File: config.mk
export PLATFORM = sky130hd
export DESIGN_NAME = countdown_timer_flat
export DESIGN_NICKNAME = d
export VERILOG_FILES = /design/src/rtl/countdown_timer_pkg.sv /design/src/rtl/countdown_timer_if.sv /design/src/rtl/countdown_timer_tick_prescaler.sv /design/src/rtl/countdown_timer.sv /design/src/flat_wrapper.sv
export SDC_FILE = /design/constraint.sdc
export NUM_CORES = 1
export LEC_CHECK = 0
export CORE_MARGIN = 10
export CORE_UTILIZATION = 38
export CTS_BUF_LIST = sky130_fd_sc_hd__clkbuf_16
export CTS_CLUSTER_DIAMETER = 150
export DETAILED_ROUTE_END_ITERATION = 12
export PLACE_DENSITY = 0.71
export SLEW_MARGIN = 20
export SYNTH_ARGS = -nofsm -noshare
export SYNTH_HDL_FRONTEND = slang
export SYNTH_SLANG_ARGS = --single-unit
File: constraint.sdc
create_clock -name clk -period 1.43 [get_ports clk]
set_input_delay 0.286 -clock clk [delete_from_list [all_inputs] [get_ports clk]]
set_output_delay 0.286 -clock clk [all_outputs]
set_load 0.05 [all_outputs]
File: src/rtl/countdown_timer_pkg.sv
// Shared types and helpers for the countdown timer: FSM state encoding and
// the prescaler width calculation.
package timer_pkg;

    typedef enum logic [1:0] {
        ST_IDLE    = 2'b00,
        ST_RUN     = 2'b01,
        ST_HOLD    = 2'b10,
        ST_EXPIRED = 2'b11
    } state_t;

    // max(1, clog2(prescale))
    function automatic int prescaler_width(input int unsigned prescale);
        return (prescale > 1) ? $clog2(prescale) : 1;
    endfunction

endpackage

File: src/rtl/countdown_timer_if.sv
// Control/status bundle of the countdown timer: start/pause/abort controls in,
// count and status flags out.
interface countdown_timer_if #(
    parameter int unsigned bits = 4
);
    logic            start;
    logic [bits-1:0] load_value;
    logic            pause;
    logic            abort;
    logic [bits-1:0] count;
    logic            busy;
    logic            expired;
    logic            done;

    modport master (
        output start, load_value, pause, abort,
        input  count, busy, expired, done
    );

    modport slave (
        input  start, load_value, pause, abort,
        output count, busy, expired, done
    );
endinterface

File: src/rtl/countdown_timer_tick_prescaler.sv
// Divides enabled clock cycles by `prescale`; `tick` marks the enabled cycle
// that completes a period.
module tick_prescaler
    import timer_pkg::*;
#(
    parameter int unsigned prescale = 1
) (
    input  logic clk,
    input  logic rst,
    input  logic en,
    input  logic clr,
    output logic tick
);
    localparam int W = prescaler_width(prescale);
    localparam logic [W-1:0] LAST = W'(prescale - 1);

    logic [W-1:0] cnt;

    assign tick = en && (cnt == LAST);

    always_ff @(posedge clk) begin
        if (rst || clr) begin
            cnt <= '0;
        end else if (tick) begin
            cnt <= '0;
        end else if (en) begin
            cnt <= cnt + 1'b1;
        end
    end
endmodule

File: src/rtl/countdown_timer.sv
// Loadable down-counting timer with start/pause/abort control and a one-cycle
// done strobe on expiry; one decrement per `prescale` unpaused cycles.
module countdown_timer
    import timer_pkg::*;
#(
    parameter int unsigned bits     = 4,
    parameter int unsigned prescale = 1
) (
    input  logic             clk,
    input  logic             rst,
    countdown_timer_if.slave bus
);
    state_t          state, state_n;
    logic [bits-1:0] count_q, count_n;
    logic            done_q, done_n;
    logic            tick;
    logic            active;

    assign active = (state == ST_RUN) || (state == ST_HOLD);

    // A HOLD cycle with pause released already counts as a run cycle, so each
    // paused cycle delays expiry by exactly one cycle.
    tick_prescaler #(.prescale(prescale)) u_prescaler (
        .clk  (clk),
        .rst  (rst),
        .en   (active && !bus.pause && !bus.abort && !bus.start),
        .clr  (bus.abort || bus.start),
        .tick (tick)
    );

    always_comb begin
        state_n = state;
        count_n = count_q;
        done_n  = 1'b0;
        if (bus.abort) begin
            state_n = ST_IDLE;
            count_n = '0;
        end else if (bus.start) begin
            count_n = bus.load_value;
            if (bus.load_value == '0) begin
                state_n = ST_EXPIRED;
                done_n  = 1'b1;
            end else if (bus.pause) begin
                state_n = ST_HOLD;
            end else begin
                state_n = ST_RUN;
            end
        end else begin
            unique case (state)
                ST_RUN, ST_HOLD: begin
                    if (bus.pause) begin
                        state_n = ST_HOLD;
                    end else begin
                        state_n = ST_RUN;
                        if (tick) begin
                            count_n = count_q - 1'b1;
                            if (count_q == bits'(1)) begin
                                state_n = ST_EXPIRED;
                                done_n  = 1'b1;
                            end
                        end
                    end
                end
                ST_EXPIRED: count_n = '0;
                default: ;
            endcase
        end
    end

    always_ff @(posedge clk) begin
        if (rst) begin
            state   <= ST_IDLE;
            count_q <= '0;
            done_q  <= 1'b0;
        end else begin
            state   <= state_n;
            count_q <= count_n;
            done_q  <= done_n;
        end
    end

    assign bus.count   = count_q;
    assign bus.busy    = active;
    assign bus.expired = (state == ST_EXPIRED);
    assign bus.done    = done_q;
endmodule

File: src/flat_wrapper.sv
// flat-port wrapper written by rule: the top's interface ports become plain ports
module countdown_timer_flat import timer_pkg::*;
#(
    parameter int unsigned bits     = 4,
    parameter int unsigned prescale = 1
)
  (clk, rst, bus_start, bus_load_value, bus_pause, bus_abort, bus_count, bus_busy, bus_expired, bus_done);
  countdown_timer_if #(.bits(bits)) bus_i ();
  input  logic clk;
  input  logic rst;
  input wire logic [$bits(bus_i.start)-1:0] bus_start;
  input wire logic [$bits(bus_i.load_value)-1:0] bus_load_value;
  input wire logic [$bits(bus_i.pause)-1:0] bus_pause;
  input wire logic [$bits(bus_i.abort)-1:0] bus_abort;
  output wire logic [$bits(bus_i.count)-1:0] bus_count;
  output wire logic [$bits(bus_i.busy)-1:0] bus_busy;
  output wire logic [$bits(bus_i.expired)-1:0] bus_expired;
  output wire logic [$bits(bus_i.done)-1:0] bus_done;
  assign bus_i.start = bus_start;
  assign bus_i.load_value = bus_load_value;
  assign bus_i.pause = bus_pause;
  assign bus_i.abort = bus_abort;
  assign bus_count = bus_i.count;
  assign bus_busy = bus_i.busy;
  assign bus_expired = bus_i.expired;
  assign bus_done = bus_i.done;
  countdown_timer #(.bits(bits), .prescale(prescale)) u_core (.clk(clk), .rst(rst), .bus(bus_i));
endmodule
==> summary.md <==
| Metric | Value |
|---|---|
| Peak supply drop | `792 uV` |
| EDFF count, synth | `0` |
| Crit Path Max Fanout | `6` |
| Rel. slew slack | `0.613` |
| ANT nets after route | `0` |
| Clock skew | `0.00169 ns` |
| PwrDens | `1040 nW/um2` |
| Fin. Hold Viols | `0` |
| CTS Buf Count | `3` |
| Post-synthesis cell area | `493 um2` |
| Synthesized area per cell | `9.30 um2` |
| Sink Count | `8` |
| Vias | `508` |
| Unrepaired setup endpoints after global routing | `yes` |
| Vias in the first global route | `594` |
| # H-tree levels | `1` |
| Fin Hold WS | `0.513 ns` |
| Worst hold path class | `reg2reg` |
| Top_reg_cell synth | `dfxtp_1` |
| Crit path required time | `1.53 ns` |
| Fin nets | `91` |
| Yosys reg bits | `8` |
| Total GRT Usage | `0.108` |
| Diodes inserted | `0` |
| Critical path capture point type | `flip-flop` |
| P_leak | `0.344 nW` |
| Most frequent cell after synthesis | `dfxtp_1` |
| Initial DRT Pass Iterations | `4` |
| Minimum clock period | `1.49 ns` |
| Most instantiated cells after synthesis | `dfxtp_1, nor4_1, nor2_1` |
| Async SR Flop Fraction | `0` |
| Post-synth net total | `65` |
| Yosys top cell by area | `dfxtp_1` |
| CP startpoint kind | `flip-flop` |
| Sequential element share of the synthesized area | `0.325` |
| Net Sw Power | `0.000233 W` |
| Fill count | `84` |
| Insertion delay to the later sink of the worst-skew pair | `0.23 ns` |
| First-pass GRT wire length | `2.83 mm` |
| Combinational share of power | `0.245` |
| Number of distinct library cells after synthesis | `26` |
| Core area | `1170 um2` |
| Pin count of the biggest net entering global routing | `9` |
| Routed Wire Length | `1.58 mm` |
| Drt drc | `0` |
| Sw frac | `0.247` |
| IO Port Bufs | `15` |
| Clock Path Buffers | `2` |
| Max-cap violation count | `0` |
| CTS Hold Bufs | `0` |
| Placer Congestion | `0.786` |
| Outcome | `finished, violations left` |
| Die Wd | `56.0 um` |
| DP Cell Count | `88` |
| Failing checks | `negative setup slack` |
| Antenna violations before repair | `0` |
| Crit share post-route | `1.04` |
| Synth warn | `0` |
| Ranking of synthesized cells by area | `dfxtp_1, ha_1, nor4_1` |
| Initial core utilization | `0.421` |
| Setup WS post-layout | `-0.0600 ns` |
| Mapped Cells | `53` |
| Die area | `3140 um2` |
| Routed wire length per instance | `17.3 um` |
| Register share of total power | `0.266` |
| Int Pwr | `0.000712 W` |
| Via-to-Cell Ratio | `5.58` |
| CP Data Arrival Time | `1.59 ns` |
| Worst Max-Slew Pin Slew | `0.576 ns` |
| Clock share of power | `0.489` |
| Synthesis-to-layout area growth | `84.0%` |
| DRT iter0 DRCs | `12` |
| Die height | `56.0 um` |
| Final max-slew violation count | `0` |
| # setup viols final | `4` |
| Row count | `12` |
| Final std cells w/o fill | `91` |
| I/O Pins | `16` |
| Final HPWL DP | `1.22 mm` |
| Fmax | `671 MHz` |
| Fraction of layout cells with a size suffix above 1 | `0.455` |
| Clock-pin slew on the worst setup and hold paths | `0.04 ns` |
| CTS tree | `done` |
| Congestion Overflow GR | `0` |
| Yosys top cell area share | `0.325` |
| Root buffer cell | `clkbuf_16` |
| Kind of critical path | `reg2reg` |
## stage by stage
stage	instance area (um2)	TNS, ns	util	worst slack (ns)	power, W
finish	907	-0.200	0.775	-0.0600	0.000945
global route	907	-0.729	0.775	-0.165	0.000986
CTS	895	-0.196	0.764	-0.0636	0.000946
detailed placement	800	-1.89	0.683	-0.317	0.000471
global placement	800	-1.68	0.683	-0.279	0.000469
floorplan	509	-0.142	-	-0.0659	0.000368
## power groups by stage
stage,sequential (W),clock (W),combinational [W]
finish,0.000251,0.000462,0.000231
floorplan,0.000271,0,0.0000975
detailed placement,0.000253,0,0.000218
global route,0.000253,0.000483,0.000250
CTS,0.000251,0.000469,0.000226
global placement,0.000253,0,0.000215
## area by class of cell
| cell class | instances | area (um2) | area share |
|---|---|---|---|
| clock buffer | 3 | 75.1 | 0.0828 |
| timing repair buffer | 24 | 283 | 0.312 |
| tap | 14 | 17.5 | 0.0193 |
| multi-input combinational | 40 | 359 | 0.396 |
| inverter | 2 | 7.51 | 0.00828 |
| sequential | 8 | 165 | 0.182 |
## per-layer routing
metal,vias to the layer above,share of wire,GRT usage
li1,252,-,-
met1,234,0.34,0.102
met2,18,0.56,0.187
met3,4,0.075,0.0615
met4,0,0.016,0.0444
met5,-,0,0
## registers in the layout, summed over array words and instances (netlist names)
register	flops
u_core.bus.count	4
u_core.state	2
u_core.bus.done	1
u_core.u_prescaler.cnt	1
## worst paths after layout
path	start	to	slack [ns]	depth (start not counted)
setup / recovery	u_core.state[0]	u_core.bus.count[0]	-0.06	4
hold / removal	u_core.u_prescaler.cnt	u_core.u_prescaler.cnt	0.51	1
setup reg to reg	u_core.state[0]	u_core.bus.count[0]	-0.06	4
hold reg to reg	u_core.u_prescaler.cnt	u_core.u_prescaler.cnt	0.51	1
## critical path: stages (launching register included)
cell      delay, ns
dfxtp_2        0.33
ha_4           0.28
nor4b_4        0.39
or3_4          0.26
a311oi_2       0.10
## cells by family after synthesis
family,count (synthesis),share of synthesized area
xor gates and xnor gates,1,0.0178
DFF,8,0.325
and+or+nand+nor,24,0.332
adders and majority gates,3,0.0762
buffers and inverters,5,0.0457
AOI/OAI and AO/OA,12,0.203
## placed cells by master (no fill, tap or decap), types with 2 or more instances in the layout
cell type | netlist | routed
a211oi_2 | 1 | 2
a311oi_2 | 0 | 2
buf_12 | 0 | 7
buf_4 | 1 | 9
clkbuf_16 | 0 | 3
clkdlybuf4s50_1 | 0 | 4
dfxtp_1 | 8 | 4
dfxtp_2 | 0 | 4
dlygate4sd2_1 | 0 | 4
ha_1 | 3 | 2
inv_1 | 2 | 2
nand2_1 | 3 | 3
nor2_1 | 4 | 4
nor2b_1 | 3 | 3
nor3_1 | 3 | 3
nor4_1 | 5 | 5
## repair_timing
item	in CTS	in global routing
buffers inserted	0	2
gates resized for setup	9	2
pin swaps	4	3
setup endpoints to repair	7	6
No activity file was read; power rests on OpenSTA's default activity.
